[config.mk]
export PLATFORM = sky130hd
export DESIGN_NAME = deserializer_sipo
export DESIGN_NICKNAME = d
export VERILOG_FILES = /design/src/rtl/deser_pkg.sv /design/src/rtl/deser_out_reg.sv /design/src/rtl/deserializer_sipo.sv
export SDC_FILE = /design/constraint.sdc
export NUM_CORES = 1
export LEC_CHECK = 0
export CORE_ASPECT_RATIO = 0.5
export CORE_MARGIN = 4
export CORE_UTILIZATION = 55
export CTS_BUF_LIST = sky130_fd_sc_hd__clkbuf_8
export CTS_CLUSTER_DIAMETER = 60
export DETAILED_ROUTE_END_ITERATION = 8
export GPL_ROUTABILITY_DRIVEN = 1
export GPL_TIMING_DRIVEN = 0
export MAX_ROUTING_LAYER = met4
export PLACE_DENSITY = 0.84
export SLEW_MARGIN = 20
export SYNTH_ARGS = -nofsm -noshare
export SYNTH_HDL_FRONTEND = slang
export SYNTH_SLANG_ARGS = --single-unit
[constraint.sdc]
create_clock -name clk -period 3.4 [get_ports clk]
set_clock_uncertainty 0.05 [all_clocks]
set_input_delay 0.51 -clock clk [delete_from_list [all_inputs] [get_ports clk]]
set_output_delay 0.51 -clock clk [all_outputs]
set_load 0.01 [all_outputs]
[src/rtl/deser_pkg.sv]
// Shared types and sizing helpers for the serial-in/parallel-out receiver.
package deser_pkg;

    typedef enum logic [0:0] {
        HUNT  = 1'b0,
        SHIFT = 1'b1
    } state_e;

    localparam logic [7:0] DEFAULT_SYNC_WORD = 8'hD5;

    // Bits needed to count from 0 up to and including max_val.
    function automatic int cnt_width(input int max_val);
        return (max_val < 1) ? 1 : $clog2(max_val + 1);
    endfunction

endpackage

[src/rtl/deser_out_reg.sv]
// Single-entry valid/ready holding register for assembled words.
module deser_out_reg #(
    parameter int DATA_WIDTH = 8
) (
    input  logic                  clk,
    input  logic                  rst,
    input  logic                  load_i,
    input  logic [DATA_WIDTH-1:0] word_i,
    input  logic                  ready_i,
    output logic [DATA_WIDTH-1:0] data_o,
    output logic                  valid_o,
    output logic                  full_o
);

    logic [DATA_WIDTH-1:0] data_q, data_d;
    logic                  valid_q, valid_d;

    // Full means a word is held and will not be taken on this edge.
    assign full_o  = valid_q & ~ready_i;
    assign data_o  = data_q;
    assign valid_o = valid_q;

    always_comb begin
        data_d  = data_q;
        valid_d = valid_q;
        if (load_i && !full_o) begin
            data_d  = word_i;
            valid_d = 1'b1;
        end else if (valid_q && ready_i) begin
            valid_d = 1'b0;
        end
    end

    always_ff @(posedge clk) begin
        if (rst) begin
            data_q  <= '0;
            valid_q <= 1'b0;
        end else begin
            data_q  <= data_d;
            valid_q <= valid_d;
        end
    end

endmodule

[src/rtl/deserializer_sipo.sv]
// Receive-side deserializer: hunts for an LSB-first sync word, then assembles
// FRAME_WORDS payload words and presents them on a valid/ready interface.
module deserializer_sipo
    import deser_pkg::*;
#(
    parameter int                    DATA_WIDTH  = 8,
    parameter int                    SYNC_WIDTH  = 8,
    parameter logic [SYNC_WIDTH-1:0] SYNC_WORD   = SYNC_WIDTH'(DEFAULT_SYNC_WORD),
    parameter int                    FRAME_WORDS = 4
) (
    input  logic                  clk,
    input  logic                  rst,
    input  logic                  srl_in,
    input  logic                  srl_valid,
    output logic [DATA_WIDTH-1:0] data_out,
    output logic                  data_valid,
    input  logic                  data_ready,
    output logic                  locked,
    output logic                  frame_done,
    output logic                  overrun
);

    localparam int BW = cnt_width(DATA_WIDTH);
    localparam int WW = cnt_width(FRAME_WORDS);
    localparam int HW = cnt_width(SYNC_WIDTH);

    localparam logic [BW-1:0] BIT_LAST  = BW'(DATA_WIDTH - 1);
    localparam logic [WW-1:0] WORD_LAST = WW'(FRAME_WORDS - 1);
    localparam logic [HW-1:0] HUNT_FULL = HW'(SYNC_WIDTH);

    state_e                  state_q, state_d;
    logic [SYNC_WIDTH-1:0]   sync_sr_q, sync_sr_d, sync_shift;
    logic [HW-1:0]           hunt_cnt_q, hunt_cnt_d, hunt_inc;
    logic [DATA_WIDTH-1:0]   data_sr_q, data_sr_d, data_shift;
    logic [BW-1:0]           bit_cnt_q, bit_cnt_d;
    logic [WW-1:0]           word_cnt_q, word_cnt_d;
    logic                    frame_done_q, frame_done_d;
    logic                    overrun_q, overrun_d;
    logic                    sync_match, word_done, frame_end, out_full;

    assign sync_shift = {srl_in, sync_sr_q[SYNC_WIDTH-1:1]};
    assign hunt_inc   = (hunt_cnt_q == HUNT_FULL) ? HUNT_FULL : hunt_cnt_q + 1'b1;
    assign data_shift = {srl_in, data_sr_q[DATA_WIDTH-1:1]};

    // A match needs a full window of bits seen since the last frame ended.
    assign sync_match = (state_q == HUNT) && srl_valid &&
                        (sync_shift == SYNC_WORD) && (hunt_inc == HUNT_FULL);
    assign word_done  = (state_q == SHIFT) && srl_valid && (bit_cnt_q == BIT_LAST);
    assign frame_end  = word_done && (word_cnt_q == WORD_LAST);

    always_comb begin
        state_d      = state_q;
        sync_sr_d    = sync_sr_q;
        hunt_cnt_d   = hunt_cnt_q;
        data_sr_d    = data_sr_q;
        bit_cnt_d    = bit_cnt_q;
        word_cnt_d   = word_cnt_q;
        frame_done_d = 1'b0;
        overrun_d    = overrun_q | (word_done & out_full);
        if (srl_valid) begin
            case (state_q)
                HUNT: begin
                    if (sync_match) begin
                        state_d    = SHIFT;
                        bit_cnt_d  = '0;
                        word_cnt_d = '0;
                        sync_sr_d  = '0;
                        hunt_cnt_d = '0;
                    end else begin
                        sync_sr_d  = sync_shift;
                        hunt_cnt_d = hunt_inc;
                    end
                end
                SHIFT: begin
                    data_sr_d = data_shift;
                    if (word_done) begin
                        bit_cnt_d  = '0;
                        word_cnt_d = word_cnt_q + 1'b1;
                        if (frame_end) begin
                            state_d      = HUNT;
                            word_cnt_d   = '0;
                            frame_done_d = 1'b1;
                        end
                    end else begin
                        bit_cnt_d = bit_cnt_q + 1'b1;
                    end
                end
                default: state_d = HUNT;
            endcase
        end
    end

    always_ff @(posedge clk) begin
        if (rst) begin
            state_q      <= HUNT;
            sync_sr_q    <= '0;
            hunt_cnt_q   <= '0;
            data_sr_q    <= '0;
            bit_cnt_q    <= '0;
            word_cnt_q   <= '0;
            frame_done_q <= 1'b0;
            overrun_q    <= 1'b0;
        end else begin
            state_q      <= state_d;
            sync_sr_q    <= sync_sr_d;
            hunt_cnt_q   <= hunt_cnt_d;
            data_sr_q    <= data_sr_d;
            bit_cnt_q    <= bit_cnt_d;
            word_cnt_q   <= word_cnt_d;
            frame_done_q <= frame_done_d;
            overrun_q    <= overrun_d;
        end
    end

    // The completed word includes the bit sampled on this edge.
    deser_out_reg #(
        .DATA_WIDTH(DATA_WIDTH)
    ) u_out_reg (
        .clk     (clk),
        .rst     (rst),
        .load_i  (word_done),
        .word_i  (data_shift),
        .ready_i (data_ready),
        .data_o  (data_out),
        .valid_o (data_valid),
        .full_o  (out_full)
    );

    assign locked     = (state_q == SHIFT);
    assign frame_done = frame_done_q;
    assign overrun    = overrun_q;

endmodule

* Word level (Yosys, flattened, before mapping)
Index checks and enable logic that the tools add are counted.
** Operators by class
- $add $sub $neg :: 3
- Eq/ne operators :: 7
- Multiplexer cells :: 17
- Bitwise logic cells :: 7
- Reductions and logical operators :: 15
** Operators with widths (number)
- $mux W4 :: 4
- $mux W3 :: 3
- $add A4 B1 Y4 const B :: 2
- $eq A4 B4 Y1 const B :: 2
- $eq A8 B8 Y1 const B :: 1
- $logic_and A1 B1 Y1 :: 8
- $mux W8 :: 1
- $pmux W4 S2 :: 1
- $mux W1 :: 6
- $pmux W3 S2 :: 1
- $reduce_and A2 Y1 :: 3
- $eq A4 B3 Y1 const B :: 1
- $not A1 Y1 :: 4
- $reduce_or A4 Y1 :: 1
- $add A3 B1 Y3 const B :: 1
- $eq A3 B2 Y1 const B :: 1
- $reduce_and A3 Y1 :: 1
- $and A1 B1 Y1 :: 2
- $ne A2 B1 Y1 const B :: 1
- $ne A2 B2 Y1 const B :: 1
- $pmux W1 S2 :: 1
- $reduce_bool A2 Y1 :: 1
- $logic_not A1 Y1 :: 1
- $or A1 B1 Y1 :: 1
** Word-level totals
- Bits in registers :: 39
- Input port bits :: 5
- Output and inout port bits :: 12
- Word-level logic and storage cells :: 59

* Logic depth before layout (Yosys ltp)
Gate-level depths: netlist of run 1.
- Word-level depth :: 6
- Gate-level depth with buffers :: 7
- Depth with buffers taken out :: 6

* Modules after synthesis
A second synthesis of run 1 with hierarchy kept.
** Unflattened totals
- Cells, all modules :: 180
- Area total of the unflattened synthesis :: 1652.8 um2
** Modules (own cells, without submodules)
- deserializer_sipo :: instances 1, cells an instance 141, area each 1247.4 um2, sequential area each 560.5 um2
- deser_out_reg :: instances 1, cells an instance 39, area each 405.4 um2, sequential area each 180.2 um2

* Worst setup path before layout of run 1
OpenSTA, ideal clock, no wires.
- Kind :: register to register
- Start point :: register hunt_cnt_q[0]
- End point :: register word_cnt_q[1]
- Setup time :: 0.129 ns
- Arrival :: 1.357 ns
- Data required time :: 3.221 ns
- Path slack :: 1.864 ns
- Stages on the path, launching flop included :: 8
- Path buffers :: 1
- Period minus slack after synthesis :: 1.536 ns
- Cells stage by stage :: dfxtp_1 -> inv_1 -> ha_1 -> nor2b_1 -> nand4_1 -> nor3_2 -> buf_6 -> o32ai_1
** Between the ends
- Word-level cells in the longest chain between the ends :: 6
- Elaborated cells between the ends (all ways) :: 7
- Those cells by class :: add/sub: 1; eq/ne: 3; mux: 1; reduce/logical: 2
** Ends and longest elaborated chain
- start, declared :: line deserializer_sipo.sv:33 : logic [HW-1:0] hunt_cnt_q, hunt_cnt_d, hunt_inc;
- start signal, assigned :: line deserializer_sipo.sv:106 : hunt_cnt_q <= hunt_cnt_d;
- $add A4 B1 Y4 / $eq A4 B4 Y1 (equally long branches) :: line deserializer_sipo.sv:42 : assign hunt_inc = (hunt_cnt_q == HUNT_FULL) ? HUNT_FULL : hunt_cnt_q + 1'b1;
- $mux W4 * :: line deserializer_sipo.sv:42
- $eq A4 B4 Y1 * :: line deserializer_sipo.sv:47 : (sync_shift == SYNC_WORD) && (hunt_inc == HUNT_FULL);
- $logic_and A1 B1 Y1 * :: line deserializer_sipo.sv:47
- $ne A2 B2 Y1 (no source line) *
- $reduce_and A3 Y1 (no source line) *
- end signal, assigned :: line deserializer_sipo.sv:109 : word_cnt_q <= word_cnt_d;
- end, declared :: line deserializer_sipo.sv:36 : logic [WW-1:0] word_cnt_q, word_cnt_d;
Mark *: on every way between the ends. The rest lies on a longest branch, timed or not.
A chain may end at the register's enable or synchronous reset.

* Worst setup path after layout of run 1
- Start point :: input port rst
- End point :: register u_out_reg.data_q[6] (netlist: u_out_reg.data_o[6])
** RTL lines
- start, declared :: line deserializer_sipo.sv:12 : input logic rst,
- end signal, assigned :: line deser_out_reg.sv:39 : data_q <= data_d;
- end, declared :: line deser_out_reg.sv:15 : logic [DATA_WIDTH-1:0] data_q, data_d;
No word-level cell between the ends.

==> results of run 1 <==
## logic make-up (layout without fill, tap and decap cells)
kind of cell / after synthesis / after routing / synth area share, %
fa+ha+maj: 4 / 4 / 3.16
simple gates: 81 / 81 / 27.9
xor+xnor: 4 / 4 / 2.21
buf+inv: 13 / 37 / 3.63
flops: 37 / 37 / 46.7
mux: 9 / 9 / 5.68
compound gates: 30 / 30 / 10.7
## worst min-delay path, stage by stage (launching register included)
cell     delay (ps)
dfxtp_1         310
nand2_1          50
a21oi_1          50
## sequential cells by signal, indices dropped and copies added (netlist names)
signal / cells
locked: 1
word_cnt_q: 3
sync_sr_q: 7
data_sr_q: 7
u_out_reg.data_o: 8
frame_done: 1
bit_cnt_q: 4
hunt_cnt_q: 4
overrun: 1
u_out_reg.valid_o: 1
## where the power goes
| group | internal (W) | switching (W) |
|---|---|---|
| clock network | 0.000183 | 0.000153 |
| registers | 0.000436 | 0.00000342 |
| logic | 0.0000136 | 0.0000202 |
## area by class of cell
type,count,share of cell area (%)
plain buffers,10,2.45
clock buffers,7,5.09
clock inverters,1,0.264
inverters,3,0.595
multi-input cells,128,41.6
flip-flops and latches,37,39.1
well taps,37,2.45
repair buffers,16,8.46
## per-stage QoR
step                      hold slack (ps)  total power (W)  util, %  setup slack (ps)
after global placement                395         0.000482     67.2              1240
after detailed placement              400         0.000483     67.2              1230
after global routing                  429         0.000836     71.0              1370
after CTS                             410         0.000815     71.0              1500
after floorplan                       382         0.000470        -              1860
final                                 408         0.000809     71.0              1500
## worst min path at each step
stage | end | slack [ps] | cells after the start
final | data_sr_q[1] | 410 | 2
after global placement | sync_sr_q[1] | 400 | 2
after detailed placement | sync_sr_q[1] | 400 | 2
after CTS | sync_sr_q[1] | 410 | 2
after floorplan | sync_sr_q[1] | 380 | 2
after global routing | sync_sr_q[1] | 430 | 2
## metal layers
metal  vias to the layer above  share of wire (%)
li1                        656                  -
met1                       614                 46
met2                        19                 48
met3                         6                3.9
met4                         0                1.2
met5                         -                  0
## cell usage in the layout, fill, tap and decap left out, types with 4 or more instances in the layout
cell type	n
a21oi_1	16
ha_1	4
clkbuf_1	8
nand3b_1	12
clkdlybuf4s50_1	16
o21ai_0	7
mux2i_1	9
clkbuf_8	7
dfxtp_1	37
nand2_1	28
nor2_1	16
nor2b_1	4
==> results by group, run 1 <==
Worst setup path
  • R2R depth: 7
  • CP bufs+invs: 3
  • R2R Path Start: hunt_cnt_q[0]
  • Setup crit start: rst
  • Critical Path Most Common Cell: clkbuf_1
  • Worst endpoint required time: 3510 ps
  • CP Launch Type: primary input
  • Worst Path Arrival: around 2000 ps
  • CP peak stage delay: ~600 ps
  • Worst R2R End: sync_sr_q[6]
  • CP Cell Sequence: clkdlybuf4s50_1 -> clkbuf_1 -> clkbuf_1 -> nor2_1
  • Crit path capture: u_out_reg.data_o[6]
  • Crit Path Max Fanout: 10
  • WP depth: 4
  • Nature of the critical path endpoint: register
  • Critical path's top delay family: buffers and inverters
  • Setup CP Type: in2reg
  • R2R Setup Slk: ~1700 ps
  • CP max-delay cell: clkdlybuf4s50_1

Timing
  • RSZ-0062 raised after global routing: no
  • Post-route minimum period: about 1900 ps
  • Worst slew pin tran: approximately 520 ps
  • Hold Fails Final Rpt: 0
  • Setup TNS after final layout: 0 ps
  • Upper clock frequency limit: approximately 530 MHz
  • Final setup fails: 0
  • Max-slew violations: 0
  • Relative slew slack: approximately two thirds
  • Crit share post-route: between 50% and 60%

Floorplanning
  • Die Width: 83.9 um
  • Core Region: around 2700 um^2
  • Die area: around 3900 um^2
  • Num rows: 13
  • Die height: around 46 um
  • # IOs: 17
  • Initial Util: between 50% and 60%

Power and ir drop
  • PD cells: between 400 and 500 nW/um^2
  • VDD IR-drop max: ~0.32 mV
  • Pleak: slightly below 0.7 nW

Clock network
  • Hold-fix buffers at CTS: 0
  • CTS Root Cell: clkbuf_8
  • Cts repair resizes: 0
  • TritonCTS clock tree: done
  • TritonCTS Buffers: 5
  • CTS Buffer Depth: 2
  • Skew-Pair Late Insertion Delay: between 200 and 300 ps
  • H-tree depth: 2
  • Clock slew at reported path FFs: approximately 70 ps
  • Sink Count: 37
  • Postcts setup bufs: 0

Detailed routing
  • First DRT Iteration DRCs: roughly 130
  • Vias: ~1,300
  • DRT Pass-1 Iters: 4
  • Vias/cell: approximately 5.4
  • # DRC: 0
  • Total length of routed wires: ~3200 um
  • Post-DRT Antenna Nets: 0
  • Routed WL per cell: ~14 um

Placement
  • DP Wirelength: between 2000 and 2500 um
  • Routability Congestion: 0.815
  • Post-Place Cells: approximately 230
  • DP Area: ~1800 um^2
  • Number of I/O port buffers: 16

Final layout
  • Nets: between 200 and 250
  • Share of layout cells above drive strength 1: 8.42%
  • Filler instances: 205
  • Layout area overhead: 19.4%
  • Final cell count without fillers: between 200 and 250
  • Antenna diodes: 0
  • Register area: 741 um^2
  • Final Cell Area: 1890 um^2
  • Multi-input gate area: between 700 and 800 um^2

Global routing
  • Initial antenna violation count: 0
  • GRT Overall Usage: 19.4%
  • Routing usage on met3: under 10%
  • Largest net degree at the start of global routing: 12
  • Met2 Usage GRT: 34.3%
  • First-pass GRT wire length: 5600 um
  • Number of global-route vias before repair: ~1,300
  • Grt ovf: 0
  • Grt met1 use: about 22%
  • Global routing's busiest layer: met2

Flow run
  • Max Cap Viol: 0

Yosys
  • Most common cell in the netlist: dfxtp_1
  • Most used flip-flop cell after synthesis: dfxtp_1
  • Synthesized net count: about 190
  • Synthesized cell area: ~1600 um^2
  • Syn Inst Count: between 150 and 200
  • Leading post-synthesis cells by cell area: dfxtp_1 (47%), nand2_1 (6.6%), mux2i_1 (5.7%), nand3b_1 (5.7%), a21oi_1 (5.1%)
  • Yosys cell types: 35
  • Cell accounting for the most synthesized area: dfxtp_1
  • Seq cells post-synth: 37
  • Top cell type's share of synthesized area: between 40 and 50%
  • Register area share after synthesis: 46.7%
  • Post-synth ARST share: 0%
  • Post-synth EDFFs: 0
  • Warnings, synthesis: 0
  • Avg Inst Size Synth: just under 9 um^2
  • Top cells by count, synth: dfxtp_1 (37), nand2_1 (28), a21oi_1 (16), nor2_1 (16), nand3b_1 (12)

Min path
  • Hold Crit Start: data_sr_q[1]
  • Worst min path class: reg2reg

Outcome
  • Status: complete, no violations
Note: power is estimated with default switching activity, not from simulation.
==> run 2, diff against run 1 <==
--- a/config.mk
+++ b/config.mk
@@ -7,14 +7,14 @@
 export LEC_CHECK = 0
 export CORE_ASPECT_RATIO = 0.5
 export CORE_MARGIN = 4
-export CORE_UTILIZATION = 55
+export CORE_UTILIZATION = 52
 export CTS_BUF_LIST = sky130_fd_sc_hd__clkbuf_8
 export CTS_CLUSTER_DIAMETER = 60
 export DETAILED_ROUTE_END_ITERATION = 8
 export GPL_ROUTABILITY_DRIVEN = 1
 export GPL_TIMING_DRIVEN = 0
 export MAX_ROUTING_LAYER = met4
-export PLACE_DENSITY = 0.84
+export PLACE_DENSITY = 0.83
 export SLEW_MARGIN = 20
 export SYNTH_ARGS = -nofsm -noshare
 export SYNTH_HDL_FRONTEND = slang
==> constraint.sdc (replaced) <==
create_clock -name clk -period 1.7 [get_ports clk]
set_clock_uncertainty 0.05 [all_clocks]
set_input_delay 0.255 -clock clk [delete_from_list [all_inputs] [get_ports clk]]
set_output_delay 0.255 -clock clk [all_outputs]
set_load 0.01 [all_outputs]
==> results by group, run 2 (same netlist as run 1, synthesis figures left out) <==
Clock network
  • H-tree depth: 2
  • TritonCTS clock tree: done
  • Skew-Pair Late Insertion Delay: ~300 ps
  • Sink Count: 37
  • Clock slew at reported path FFs: 80 ps
  • TritonCTS Buffers: 5
  • Hold-fix buffers at CTS: 0
  • CTS Root Cell: clkbuf_8
  • CTS Buffer Depth: 2

Global routing
  • GRT Overall Usage: approximately a fifth
  • Largest net degree at the start of global routing: 14
  • First-pass GRT wire length: 5710 um
  • Initial antenna violation count: 0
  • Number of global-route vias before repair: about 1,200
  • Grt ovf: 0

Final layout
  • Most frequent cells in the layout: dfxtp_1 (34), nand2_1 (28), nor2_1 (16), a21oi_1 (16), clkdlybuf4s50_1 (16)
  • Nets: roughly 210
  • Max reg flops: 8
  • Share of layout cells above drive strength 1: ~18%
  • Multi-input gate area: 855 um^2
  • Filler instances: 190
  • Most common cell after layout, fill and taps aside: dfxtp_1
  • Final Cell Area: between 2000 and 2500 um^2
  • Register area: 747 um^2
  • Final cell count without fillers: roughly 240
  • Layout area overhead: 27.5%
  • Antenna diodes: 0

Timing
  • RSZ-0062 raised after global routing: yes
  • Crit share post-route: 100%
  • Hold WS: between 400 and 500 ps
  • Relative slew slack: between 50 and 60%
  • Fin worst setup slack: -2.09 ps
  • Max-slew violations: 0
  • Final setup fails: 1
  • Upper clock frequency limit: 588 MHz
  • Worst slew pin tran: 632 ps
  • Hold Fails Final Rpt: 0
  • Post-route minimum period: approximately 1700 ps

Power and ir drop
  • PD cells: approximately 860 nW/um^2
  • VDD IR-drop max: a little under 0.9 mV
  • Pleak: 0.736 nW

Floorplanning
  • Num rows: 13
  • Initial Util: 57.7%
  • Die area: between 4000 and 5000 um^2
  • Core Region: 2750 um^2
  • Die Width: between 80 and 90 um
  • Die height: about 47 um
  • # IOs: 17

Worst setup path
  • R2R depth: 7
  • Setup CP Type: reg2reg
  • CP Cell Sequence: inv_2 -> ha_4 -> nor2b_2 -> nand4_1 -> nor3_4 -> buf_6 -> o32ai_2
  • R2R Path Start: hunt_cnt_q[1]
  • Nature of the critical path endpoint: register
  • Worst endpoint required time: roughly 1800 ps
  • CP peak stage delay: 360 ps
  • CP max-delay cell: dfxtp_2
  • Crit Path Max Fanout: 5
  • CP bufs+invs: 2
  • Setup crit start: hunt_cnt_q[1]
  • R2R Setup Slk: -2 ps
  • Worst Path Arrival: ~1800 ps
  • Worst R2R End: word_cnt_q[1]
  • Critical path's top delay family: simple AND/OR/NAND/NOR gates
  • CP Launch Type: register
  • WP depth: 7

Placement
  • Post-Place Cells: ~230
  • Number of I/O port buffers: 16
  • Routability Congestion: ~0.8
  • DP Area: between 1500 and 2000 um^2
  • DP Wirelength: 2200 um

Flow run
  • Max Cap Viol: 0

Min path
  • Worst min path class: reg2reg
  • Hold Path Depth: 2
  • Hold Crit Start: sync_sr_q[1]
  • Hold Crit Endpoint: sync_sr_q[1]

Detailed routing
  • Vias: approximately 1,300
  • Total length of routed wires: around 3500 um
  • Post-DRT Antenna Nets: 0
  • Vias/cell: 5.49
  • DRT Pass-1 Iters: 4
  • # DRC: 0
  • Routed WL per cell: 14.5 um
  • First DRT Iteration DRCs: 67

Outcome
  • Failing checks: negative setup slack
  • Status: finished with violations
-- run 2: cell count changes in the layout (fill, tap and decap cells not counted), moves of 3 or more --
| cell | previous run | this run |
|---|---|---|
| buf_4 | 0 | 4 |
| clkbuf_1 | 8 | 5 |
| o21ai_0 | 7 | 1 |
| o21ai_2 | 0 | 3 |
| o21ai_1 | 0 | 3 |
| dfxtp_1 | 37 | 34 |
-- run 2: cell type report --
| class | instances | area share (%) |
|---|---|---|
| plain buffers | 9 | 2.23 |
| inverters | 3 | 0.557 |
| clock buffers | 5 | 3.41 |
| flip-flops and latches | 37 | 37.0 |
| repair buffers | 21 | 9.97 |
| well taps | 37 | 2.29 |
| clock inverters | 3 | 2.29 |
| multi-input cells | 128 | 42.3 |
-- run 2: where the power goes --
part	internal [W]	switching, W
Combinational	0.0000342	0.0000475
Clock	0.000439	0.000338
Sequential	0.000872	0.00000612
-- run 2: worst max path at each step --
stage,endpoint,slack (ps)
2_1_floorplan,word_cnt_q[1],160
3_3_place_gp,u_out_reg.data_o[0],-210
3_5_place_dp,hunt_cnt_q[0],-250
4_1_cts,bit_cnt_q[1],2
5_1_grt,sync_sr_q[2],-90
6_report,word_cnt_q[1],-2
-- run 2: tightest hold or removal path, cell delays in order (launching register included) --
cell and delay [ps]:
dfxtp_1 320, nand2_1 50, a21oi_1 50
-- run 2: layer usage --
| layer | track usage, % | vias up | share of wire [%] |
|---|---|---|---|
| met4 | 12.9 | 0 | 2.5 |
| met1 | 23.5 | 631 | 46 |
| met3 | 5.43 | 7 | 4.2 |
| met2 | 31.1 | 34 | 47 |
| li1 | - | 661 | - |
| met5 | - | - | 0 |
-- run 2: through the flow --
step                power, W  TNS [ps]  util (%)  setup WS (ps)
floorplan           0.000940         0         -            164
global placement    0.000964     -5230      65.2           -207
detailed placement  0.000966     -5870      65.2           -249
CTS                  0.00175         0      70.1           1.78
global route         0.00180      -529      73.5          -88.2
finish               0.00174     -2.09      73.5          -2.09
-- run 2: what timing repair did --
action | CTS | global route
pin swaps | 1 | 11
setup buffers | 2 | 2
setup endpoints to repair | 19 | 32
resized for setup | 2 | 28
cloned | 0 | 1
==> run 3, diff against run 2 <==
--- a/config.mk
+++ b/config.mk
@@ -6,7 +6,7 @@
 export NUM_CORES = 1
 export LEC_CHECK = 0
 export CORE_ASPECT_RATIO = 0.5
-export CORE_MARGIN = 4
+export CORE_MARGIN = 8
 export CORE_UTILIZATION = 52
 export CTS_BUF_LIST = sky130_fd_sc_hd__clkbuf_8
 export CTS_CLUSTER_DIAMETER = 60
==> results by group, run 3 (same netlist as run 1, synthesis figures left out) <==
Power and ir drop
  • Sw frac: a little over a fifth
  • Pleak: approximately 0.75 nW
  • Logic pwr share: around 5.5%
  • VDD IR-drop max: 0.458 mV
  • Sw Pwr: between 0.0003 and 0.0004 W
  • Clk pwr share: 44.5%
  • PD cells: ~860 nW/um^2
  • Internal: 0.00139 W
  • Sequential share of power: between 40% and 50%

Worst setup path
  • CP Launch Type: register
  • Setup CP Type: reg2reg
  • Nature of the critical path endpoint: register
  • Worst Path Arrival: ~1800 ps
  • Critical Path Most Common Cell: buf_4
  • CP Cell Sequence: buf_4 -> ha_4 -> xnor2_2 -> a21oi_2 -> nor3_4 -> buf_4 -> nor4_2
  • Worst endpoint required time: 1850 ps
  • R2R Path Start: hunt_cnt_q[0]
  • Worst R2R End: bit_cnt_q[3]
  • R2R depth: 7
  • Crit Path Max Fanout: 5
  • R2R Setup Slk: about 44 ps
  • CP max-delay cell: dfxtp_4
  • Crit path capture: bit_cnt_q[3]
  • CP peak stage delay: 340 ps
  • Setup crit start: hunt_cnt_q[0]

Timing
  • Max-slew violations: 0
  • Relative slew slack: 62.0%
  • Hold Fails Final Rpt: 0
  • Final setup fails: 0
  • Crit share post-route: between 90 and 100%
  • Upper clock frequency limit: between 600 and 700 MHz
  • Post-route minimum period: approximately 1700 ps
  • Worst slew pin tran: about 570 ps

Final layout
  • Most common cell after layout, fill and taps aside: dfxtp_1
  • Most frequent cells in the layout: dfxtp_1 (34), nand2_1 (28), nor2_1 (16), a21oi_1 (16), clkdlybuf4s50_1 (16)
  • Filler instances: approximately 210
  • Share of layout cells above drive strength 1: 17.6%
  • Antenna diodes: 0
  • Nets: ~220
  • Max reg flops: 8
  • Layout area overhead: 28.9%
  • Util after Layout: between 60% and 70%
  • Final cell count without fillers: between 200 and 300

Detailed routing
  • Routed WL per cell: around 15 um
  • Vias: 1,384
  • Post-DRT Antenna Nets: 0
  • First DRT Iteration DRCs: around 190
  • Vias/cell: between 5 and 6
  • Total length of routed wires: roughly 3800 um
  • DRT Pass-1 Iters: 4
  • # DRC: 0

Placement
  • Routability Congestion: ~0.80
  • Post-Place Cells: 234
  • DP Wirelength: about 2300 um
  • Number of I/O port buffers: 16

Min path
  • Worst min path class: reg2reg

Global routing
  • GRT Overall Usage: between 15 and 20%
  • Routing usage on met3: about 3.0%
  • Global routing's busiest layer: met2
  • Initial antenna violation count: 0
  • Number of global-route vias before repair: between 1,000 and 1,500
  • Met2 Usage GRT: a little over a quarter
  • Largest net degree at the start of global routing: 12
  • Grt met1 use: between 10% and 20%
  • First-pass GRT wire length: about 6300 um
  • Grt ovf: 0

Floorplanning
  • Die area: slightly above 5000 um^2
  • Num rows: 14
  • Die height: 55.0 um
  • Core Region: just under 3000 um^2
  • # IOs: 17
  • Die Width: between 90 and 100 um
  • Initial Util: a little over half

Clock network
  • CTS Root Cell: clkbuf_8
  • CTS Buffer Depth: 2
  • TritonCTS clock tree: done
  • Clock slew at reported path FFs: ~70 ps
  • Skew-Pair Late Insertion Delay: 290 ps
  • Hold-fix buffers at CTS: 0
  • Sink Count: 37
  • TritonCTS Buffers: 5
  • H-tree depth: 2

Flow run
  • Max Cap Viol: 0

Outcome
  • Status: complete, no violations
run 3: what timing repair did:
| item | in CTS | in global routing |
|---|---|---|
| endpoints found under the hold margin | 0 | 0 |
| cloned | 1 | 0 |
| setup endpoints to repair | 16 | 33 |
| pin swaps | 4 | 3 |
| resized for setup | 10 | 12 |
| setup buffers | 7 | 1 |
run 3: cell type report:
class	count	area [um^2]	area share [%]
Clock buffer	6	82.6	4.04
Sequential cell	37	747	36.6
Buffer	9	45.0	2.20
Inverter	3	11.3	0.551
Clock inverter	2	33.8	1.65
Multi-Input combinational cell	128	842	41.2
Tap cell	40	50.0	2.45
Timing Repair Buffer	25	231	11.3
run 3: worst min-delay path by stage:
stage,startpoint,endpoint,slack (ps),cells after the start
2_1_floorplan,srl_in,data_sr_q[7],340,2
3_3_place_gp,sync_sr_q[1],sync_sr_q[1],400,2
3_5_place_dp,overrun,overrun,410,2
4_1_cts,sync_sr_q[1],sync_sr_q[1],420,2
5_1_grt,sync_sr_q[1],sync_sr_q[1],440,2
6_report,overrun,overrun,420,2
run 3: power by group through the flow:
stage | Sequential [W] | Combinational (W) | Clock [W]
2_1_floorplan | 0.000898 | 0.0000420 | 0
3_3_place_gp | 0.000899 | 0.0000655 | 0
3_5_place_dp | 0.000899 | 0.0000680 | 0
4_1_cts | 0.000876 | 0.0000867 | 0.000787
5_1_grt | 0.000877 | 0.000105 | 0.000836
6_report | 0.000877 | 0.0000974 | 0.000783
run 3: per-stage QoR:
stage	total power [W]	hold slack [ps]	cell area, um^2	setup TNS (ps)	setup slack (ps)
CTS	0.00175	423	2000	0	1.90
detailed placement	0.000967	409	1800	-5670	-240
floorplan	0.000940	341	1590	0	164
global placement	0.000964	396	1800	-4450	-186
finish	0.00176	421	2040	0	44.4
global route	0.00182	438	2040	-43.9	-21.6
run 3: critical path: cells and delay by family, from the launching register on:
kind	cells	cell delay (ps)
flops	1	340
simple gates	2	330
buf+inv	2	310
compound gates	1	240
fa+ha+maj	1	170
xor+xnor	1	130
run 3: metal layers:
layer | share of wire, % | vias to the layer above
met4 | 2.4 | 0
met3 | 4.2 | 14
li1 | - | 668
met2 | 47 | 39
met5 | 0 | -
met1 | 46 | 663
